**src/rtl/keypad_entry.sv**
```systemverilog
// Debounced keypad entry buffer: qualifies key codes, acknowledges each press
// once, and maintains a BCD digit buffer with backspace and enter.
// Ports:
//   clock, reset (async, active-high)
//   key_code[3:0]      : 0-9 digit, 10 '*', 11 '#', others = no key
//   clear_entry        : synchronous buffer clear
//   ack_key[31:0]      : bit 0 pulses one cycle per accepted key
//   entry_bcd          : live buffer, newest digit in bits 3:0
//   digit_count[3:0]   : digits held in buffer
//   entry_valid        : one-cycle pulse when entry_value is loaded
//   entry_value        : buffer captured at last accepted '#'
//   entry_error        : one-cycle pulse on overflow or empty enter
module keypad_entry #(
    parameter int STABLE_CYCLES = 4,
    parameter int MAX_DIGITS    = 6
) (
    input  logic                    clock,
    input  logic                    reset,
    input  logic [3:0]              key_code,
    input  logic                    clear_entry,
    output logic [31:0]             ack_key,
    output logic [4*MAX_DIGITS-1:0] entry_bcd,
    output logic [3:0]              digit_count,
    output logic                    entry_valid,
    output logic [4*MAX_DIGITS-1:0] entry_value,
    output logic                    entry_error
);

    localparam int W  = 4 * MAX_DIGITS;
    localparam int CW = $clog2(STABLE_CYCLES + 1);

    typedef enum logic [1:0] {
        IDLE,
        QUAL,
        ACK,
        RELEASE
    } state_t;

    state_t         state_q, state_d;
    logic [3:0]     code_q, code_d;
    logic [CW-1:0]  cnt_q, cnt_d;
    logic [CW-1:0]  rel_q, rel_d;
    logic           ack_q, ack_d;
    logic [W-1:0]   bcd_q, bcd_d;
    logic [3:0]     count_q, count_d;
    logic           valid_q, valid_d;
    logic [W-1:0]   value_q, value_d;
    logic           error_q, error_d;
    logic           key_ok;
    logic           act;

    assign key_ok = (key_code <= 4'd11);

    always_comb begin
        state_d = state_q;
        code_d  = code_q;
        cnt_d   = cnt_q;
        rel_d   = rel_q;
        ack_d   = 1'b0;
        bcd_d   = bcd_q;
        count_d = count_q;
        valid_d = 1'b0;
        value_d = value_q;
        error_d = 1'b0;
        act     = 1'b0;

        unique case (state_q)
            IDLE: begin
                if (key_ok) begin
                    code_d  = key_code;
                    cnt_d   = CW'(1);
                    state_d = QUAL;
                end
            end
            QUAL: begin
                if (key_code == code_q) begin
                    cnt_d = cnt_q + CW'(1);
                    if (cnt_q + CW'(1) == CW'(STABLE_CYCLES)) begin
                        act     = 1'b1;
                        ack_d   = 1'b1;
                        cnt_d   = '0;
                        state_d = ACK;
                    end
                end else begin
                    cnt_d   = '0;
                    state_d = IDLE;
                end
            end
            ACK: begin
                rel_d   = '0;
                state_d = RELEASE;
            end
            RELEASE: begin
                if (key_ok) begin
                    rel_d = '0;
                end else if (rel_q + CW'(1) == CW'(STABLE_CYCLES)) begin
                    rel_d   = '0;
                    state_d = IDLE;
                end else begin
                    rel_d = rel_q + CW'(1);
                end
            end
            default: state_d = IDLE;
        endcase

        // A clear in the same cycle swallows the action and its pulses,
        // but the handshake above still proceeds.
        if (act && !clear_entry) begin
            unique case (1'b1)
                (code_q <= 4'd9): begin
                    if (count_q < 4'(MAX_DIGITS)) begin
                        bcd_d   = (bcd_q << 4) | W'(code_q);
                        count_d = count_q + 4'd1;
                    end else begin
                        error_d = 1'b1;
                    end
                end
                (code_q == 4'd10): begin
                    if (count_q != 4'd0) begin
                        bcd_d   = bcd_q >> 4;
                        count_d = count_q - 4'd1;
                    end
                end
                default: begin
                    if (count_q != 4'd0) begin
                        value_d = bcd_q;
                        valid_d = 1'b1;
                        bcd_d   = '0;
                        count_d = 4'd0;
                    end else begin
                        error_d = 1'b1;
                    end
                end
            endcase
        end

        if (clear_entry) begin
            bcd_d   = '0;
            count_d = 4'd0;
        end
    end

    always_ff @(posedge clock or posedge reset) begin
        if (reset) begin
            state_q <= IDLE;
            code_q  <= 4'd0;
            cnt_q   <= '0;
            rel_q   <= '0;
            ack_q   <= 1'b0;
            bcd_q   <= '0;
            count_q <= 4'd0;
            valid_q <= 1'b0;
            value_q <= '0;
            error_q <= 1'b0;
        end else begin
            state_q <= state_d;
            code_q  <= code_d;
            cnt_q   <= cnt_d;
            rel_q   <= rel_d;
            ack_q   <= ack_d;
            bcd_q   <= bcd_d;
            count_q <= count_d;
            valid_q <= valid_d;
            value_q <= value_d;
            error_q <= error_d;
        end
    end

    assign ack_key     = {31'd0, ack_q};
    assign entry_bcd   = bcd_q;
    assign digit_count = count_q;
    assign entry_valid = valid_q;
    assign entry_value = value_q;
    assign entry_error = error_q;

endmodule
```
**config.mk**
```make
export PLATFORM = sky130hd
export DESIGN_NAME = keypad_entry
export DESIGN_NICKNAME = d
export VERILOG_FILES = /design/src/rtl/keypad_entry.sv
export SDC_FILE = /design/constraint.sdc
export NUM_CORES = 1
export LEC_CHECK = 0
export ABC_AREA = 1
export BUFFER_PORTS_ARGS = -buffer_cell sky130_fd_sc_hd__buf_2
export CORE_MARGIN = 3
export CORE_UTILIZATION = 50
export CTS_CLUSTER_DIAMETER = 60
export DETAILED_ROUTE_END_ITERATION = 16
export GPL_TIMING_DRIVEN = 0
export PLACE_DENSITY = 0.86
export SYNTH_ARGS = -nofsm -noshare
export SYNTH_HDL_FRONTEND = slang
export SYNTH_SLANG_ARGS = --single-unit
```
**constraint.sdc**
```tcl
create_clock -name clock -period 2.7 [get_ports clock]
set_clock_uncertainty 0.05 [all_clocks]
set_input_delay 0.405 -clock clock [delete_from_list [all_inputs] [get_ports clock]]
set_output_delay 0.405 -clock clock [all_outputs]
set_load 0.01 [all_outputs]
```
# Word-level counts from Yosys, hierarchy flattened
# Cells that the tools add are included.
[word_totals]
reg_bits = 67
latchBits = 0
ram_bits = 0
mem_bits_ro = 0
inputBits = 7
output_inout_bits = 86
wordCells = 81
memories = 0
[op_classes]
addsub = 4
multipliers = 0
div = 0
magnitude_cmp = 3
n_eq_ne = 13
shift = 0
n_mux = 35
n_bitwise = 2
n_reduce_logical = 14
[op_table]
columns = ["op", "n"]
rows = [
  ["2-to-1 mux 24 bit", 5],
  ["one-hot mux 24 bit (2 select lines)", 1],
  ["OR 24 x 4 -> 24 bit", 1],
  ["2-to-1 mux 4 bit", 5],
  ["2-to-1 mux 3 bit", 5],
  ["one-hot mux 3 bit (2 select lines)", 2],
  ["2-to-1 mux 2 bit", 5],
  ["2-to-1 mux 1 bit", 9],
  ["less-or-equal comparator 4 bit (second input constant)", 2],
  ["one-hot mux 2 bit (4 select lines)", 1],
  ["one-hot mux 4 bit (2 select lines)", 1],
  ["AND reduction 4 bit", 2],
  ["adder 3 x 1 -> 3 bit (second input constant)", 2],
  ["== test 3 bit (second input constant)", 2],
  ["inequality test 2 bit (second input constant)", 3],
  ["inequality test 3 x 2 -> 1 bit (second input constant)", 2],
  ["nonzero test 2 bit", 3],
  ["adder 4 x 1 -> 4 bit (second input constant)", 1],
  ["== test 2 bit (second input constant)", 2],
  ["== test 4 bit", 1],
  ["== test 4 bit (second input constant)", 1],
  ["less-than comparator 4 x 3 -> 1 bit (second input constant)", 1],
  ["AND reduction 2 bit", 2],
  ["nonzero test 4 bit", 1],
  ["11 further kinds", 11],
]

# Logic depth before layout (Yosys ltp)
[depth]
ltp_word = 8
depth_mapped = 15
ltp_nobuf = 14

# Worst setup path after synthesis
# OpenSTA, ideal clock, no wires.
[synth_path]
kind = "register to register"
from = "register code_q[3]"
to = "register count_q[3] (netlist: digit_count[3])"
setup_time_ns = 0.118
arrival_time_ns = 1.641
required_time_ns = 2.532
slack_ns = 0.891
path_stages_with_launch = 15
n_path_buf = 1
period_less_slack_ns = 1.809
path_cell_list = "dfrtp_1 inv_2 nor2_1 nand2_1 buf_2 inv_2 ha_1 nand2_1 nand2_1 nor2_1 nand3_1 nand2_1 inv_1 nand3_1 nand2_1"
[synth_between]
elab_chain_cells = 6
word_cells_on_any_way = 14
cone_classes = "order compare: 1; eq/ne: 4; mux: 5; reduce/logical: 4"
[synth_lines]
columns = ["item", "line", "text"]
rows = [
  ["start: declaration", "40", "logic [3:0] code_q, code_d;"],
  ["start signal: assignment", "157", "code_q <= code_d;"],
  ["parallel branches: the longest is 6 deep, another holds less-or-equal comparator 4 bit", "--", ""],
  ["end signal: assignment", "162", "count_q <= count_d;"],
  ["end: declaration", "45", "logic [3:0] count_q, count_d;"],
]
# Several ways; the timed one is not identified. The select of a mux whose other input is x is not followed.
# A chain may end at the register's enable or synchronous reset.

# Final worst setup path
# Same ends and word-level chain as after synthesis.

==> reports/metrics.cfg <==
[global_route]
use_met1 = 0.308
use_met2 = 0.357
grt_usage = 0.226
grt_pass1_vias = 3221
overflow = 0
grt_pass1_wl_mm = 15.4
antenna_found_initial = 0
grt_max_degree = 44
top_usage_layer = met2
grt_use_met3 = 0.0483

[synth]
yosysTopAreaCell = dfrtp_1
ys_ff_latch = 67
async_reset_ff_frac = 1.00
syn_inst = 462
synth.most_common_cell = nand2_1
yosysUniqueCellTypes = 34
synthesis.area_um2 = 3790
yosysWarnings = 0
synth_edf_count = 0
synth_commonest_cells = nand2_1 (131), dfrtp_1 (67), nand4_1 (46), inv_1 (39), nand3_1 (34)
synth-main-ff-cell = dfrtp_1
synth_area_per_cell_um2 = 8.20
synthTopCellsByArea = dfrtp_1 (44%), nand2_1 (13%), nand4_1 (7.6%), buf_4 (6.3%), nand3_1 (4.5%)
yosysTopAreaCellShare = 0.443
ys_seq_area_frac = 0.443

[clock_network]
clock_latency_ps = 350
cts_buffer_depth = 2
cts_tree = yes
cts_setup_buffers = 0
ctsHoldBuffers = 0
cts.repair.resized = 0
cts-root-buf = clkbuf_8
cts_buffers = 9
htree_levels = 3
path_clk_slew_ps = 80
cts.sinks = 67

[critical_path]
arrival_ps = 2340
worst_setup_path_end_kind = flop
crit_buf_inv = 4
cp_common_cell = nand2_1
crit_chain = inv_2 -> nor2_1 -> nand2_1 -> buf_2 -> inv_2 -> ha_1 -> nand2_1 -> nand2_1 -> nor2_1 -> nand3_1 -> nand2_1 -> inv_1 -> nand3_1 -> nand2_1
cp_top_family = simple AND/OR/NAND/NOR gates
cp.required_ps = 2880
cp-start-kind = flop
max_stage_delay_ps = 460
crit_slowest_cell = dfrtp_1
crit_fanout = 10
path_class = reg2reg

[sta]
min_period_ps = 2150
whs_ps = 49.5
min_period_over_period = 0.798
finalHoldViolCount = 0
fmax_mhz = 464
tightest_slew_ps = 557
rsz0062_at_grt = no
drv_slew = 0
maxSlewHeadroom = 0.628
setup_violations = 0
tns_ps = 0
setup_ws_ps = 546

[power]
peakVddDrop_uv = 276
sequentialPowerShare = 0.404
clockPowerShare = 0.334
p_sw_uw = 989
internal_power_mw = 1.79
swShare = 0.357
powerDensity_nw_per_um2 = 608
pwr-share-comb = 0.262
leakage_nw = 2.62

[route]
via_count = 3521
routed_wl_mm = 9.41
wl_per_cell_um = 14.1
drc = 0
ant_nets = 0
drt-vias-per-instance = 5.26
firstDrtPassIters = 5
drtIter0Drc = 359

[place]
placed_cells = 653
globalplace.congestion = 0.992
io_buffer_count = 61
placed_area_um2 = 4350
place_ws_ps = 603
place_hpwl_mm = 6.99

[flow_run]
drv_cap = 0

[cells_and_area]
num-fill-cells = 665
final_area_um2 = 4560
fin_nets = 579
fin_cells = 669
antenna_cells = 0
final_layout_size_suffix_gt1_frac = 0.272
area_growth_syn_to_layout_pct = 20.6

[die]
die_x_um = 93.0
coreArea_um2 = 7290
die_h_um = 93.0
initial_utilization = 0.519
ios = 93
die_area_um2 = 8650
num_rows = 31

[outcome]
status = finished clean

[min_path]
hold_class = in2async

[logic make-up (layout without fill, tap and decap cells)]
| logic type | after synthesis | count (layout) | synth area share |
|---|---|---|---|
| buffers and inverters | 104 | 182 | 0.157 |
| other | 1 | 31 | 0.000990 |
| adders and majority gates | 7 | 7 | 0.0251 |
| DFF | 67 | 67 | 0.443 |
| AOI/OAI and AO/OA | 38 | 38 | 0.0601 |
| and+or+nand+nor | 243 | 243 | 0.309 |
| xor gates and xnor gates | 2 | 2 | 0.00463 |
[power groups by stage]
stage	clock network [mW]	logic (mW)	registers [mW]
2_1_floorplan	0	0.563	1.12
3_3_place_gp	0	0.684	1.13
3_5_place_dp	0	0.711	1.14
4_1_cts	0.929	0.719	1.12
5_1_grt	0.979	0.816	1.13
6_report	0.926	0.728	1.12
[path summary, 6_finish.rpt]
check | from | end | slack [ps] | cells after the start
worst max-delay path | code_q[3] | digit_count[3] | 550 | 14
worst min-delay path | reset | entry_bcd[4] | 50 | 2
worst max register to register | code_q[3] | digit_count[3] | 550 | 14
worst min register to register | entry_value[11] | entry_value[11] | 420 | 2
max in group asynchronous | reset | entry_bcd[20] | 1940 | 3
min in group clock | key_code[1] | code_q[1] | 320 | 3
[cells in the final DEF (no fill, tap or decap), types with 4 or more instances in the layout]
cell      Yosys  final
nand2_1     131    131
buf_2        12     73
dfrtp_1      67     67
nand4_1      46     46
inv_1        39     38
nand3_1      34     34
buf_4        32     32
conb_1        1     31
o21ai_0      16     16
nor2_1       15     15
o22ai_1      14     14
buf_6         9      9
clkbuf_8      0      9
inv_2         7      8
ha_1          6      6
nor2_2        4      4
o21ai_2       4      4
[worst register-to-register path, cell delays in order (launching register included)]
cell,delay [ps]
dfrtp_1,460
inv_2,70
nor2_1,170
nand2_1,100
buf_2,190
inv_2,150
ha_1,280
nand2_1,90
nand2_1,50
nor2_1,130
nand3_1,90
nand2_1,70
inv_1,30
nand3_1,60
nand2_1,50
[area by class of cell]
cell class | count | area [um^2] | area share
clock buffers | 10 | 128 | 0.0280
repair buffers | 62 | 325 | 0.0713
plain buffers | 57 | 417 | 0.0913
inverters | 47 | 179 | 0.0392
clock inverters | 6 | 88.8 | 0.0195
well taps | 99 | 124 | 0.0271
flip-flops and latches | 67 | 1680 | 0.367
multi-input cells | 321 | 1630 | 0.356
[per-layer routing]
metal / share of wire / vias to the layer above
met5: 0 / -
met4: 0.021 / 0
met3: 0.087 / 21
met2: 0.48 / 187
met1: 0.41 / 1644
li1: - / 1669
[stage by stage]
step / util / power (mW)
2_1_floorplan: - / 1.69
3_3_place_gp: 0.594 / 1.82
3_5_place_dp: 0.596 / 1.85
4_1_cts: 0.626 / 2.77
5_1_grt: 0.626 / 2.92
6_report: 0.626 / 2.77
[registers in the layout (all words and copies together) (netlist names), named ones only]
register / cells
state_q: 1
ack_q: 1
entry_error: 1
cnt_q: 3
digit_count: 4
entry_valid: 1
entry_bcd: 24
entry_value: 24
code_q: 4
rel_q: 3
Note: power is estimated with default switching activity, not from simulation.
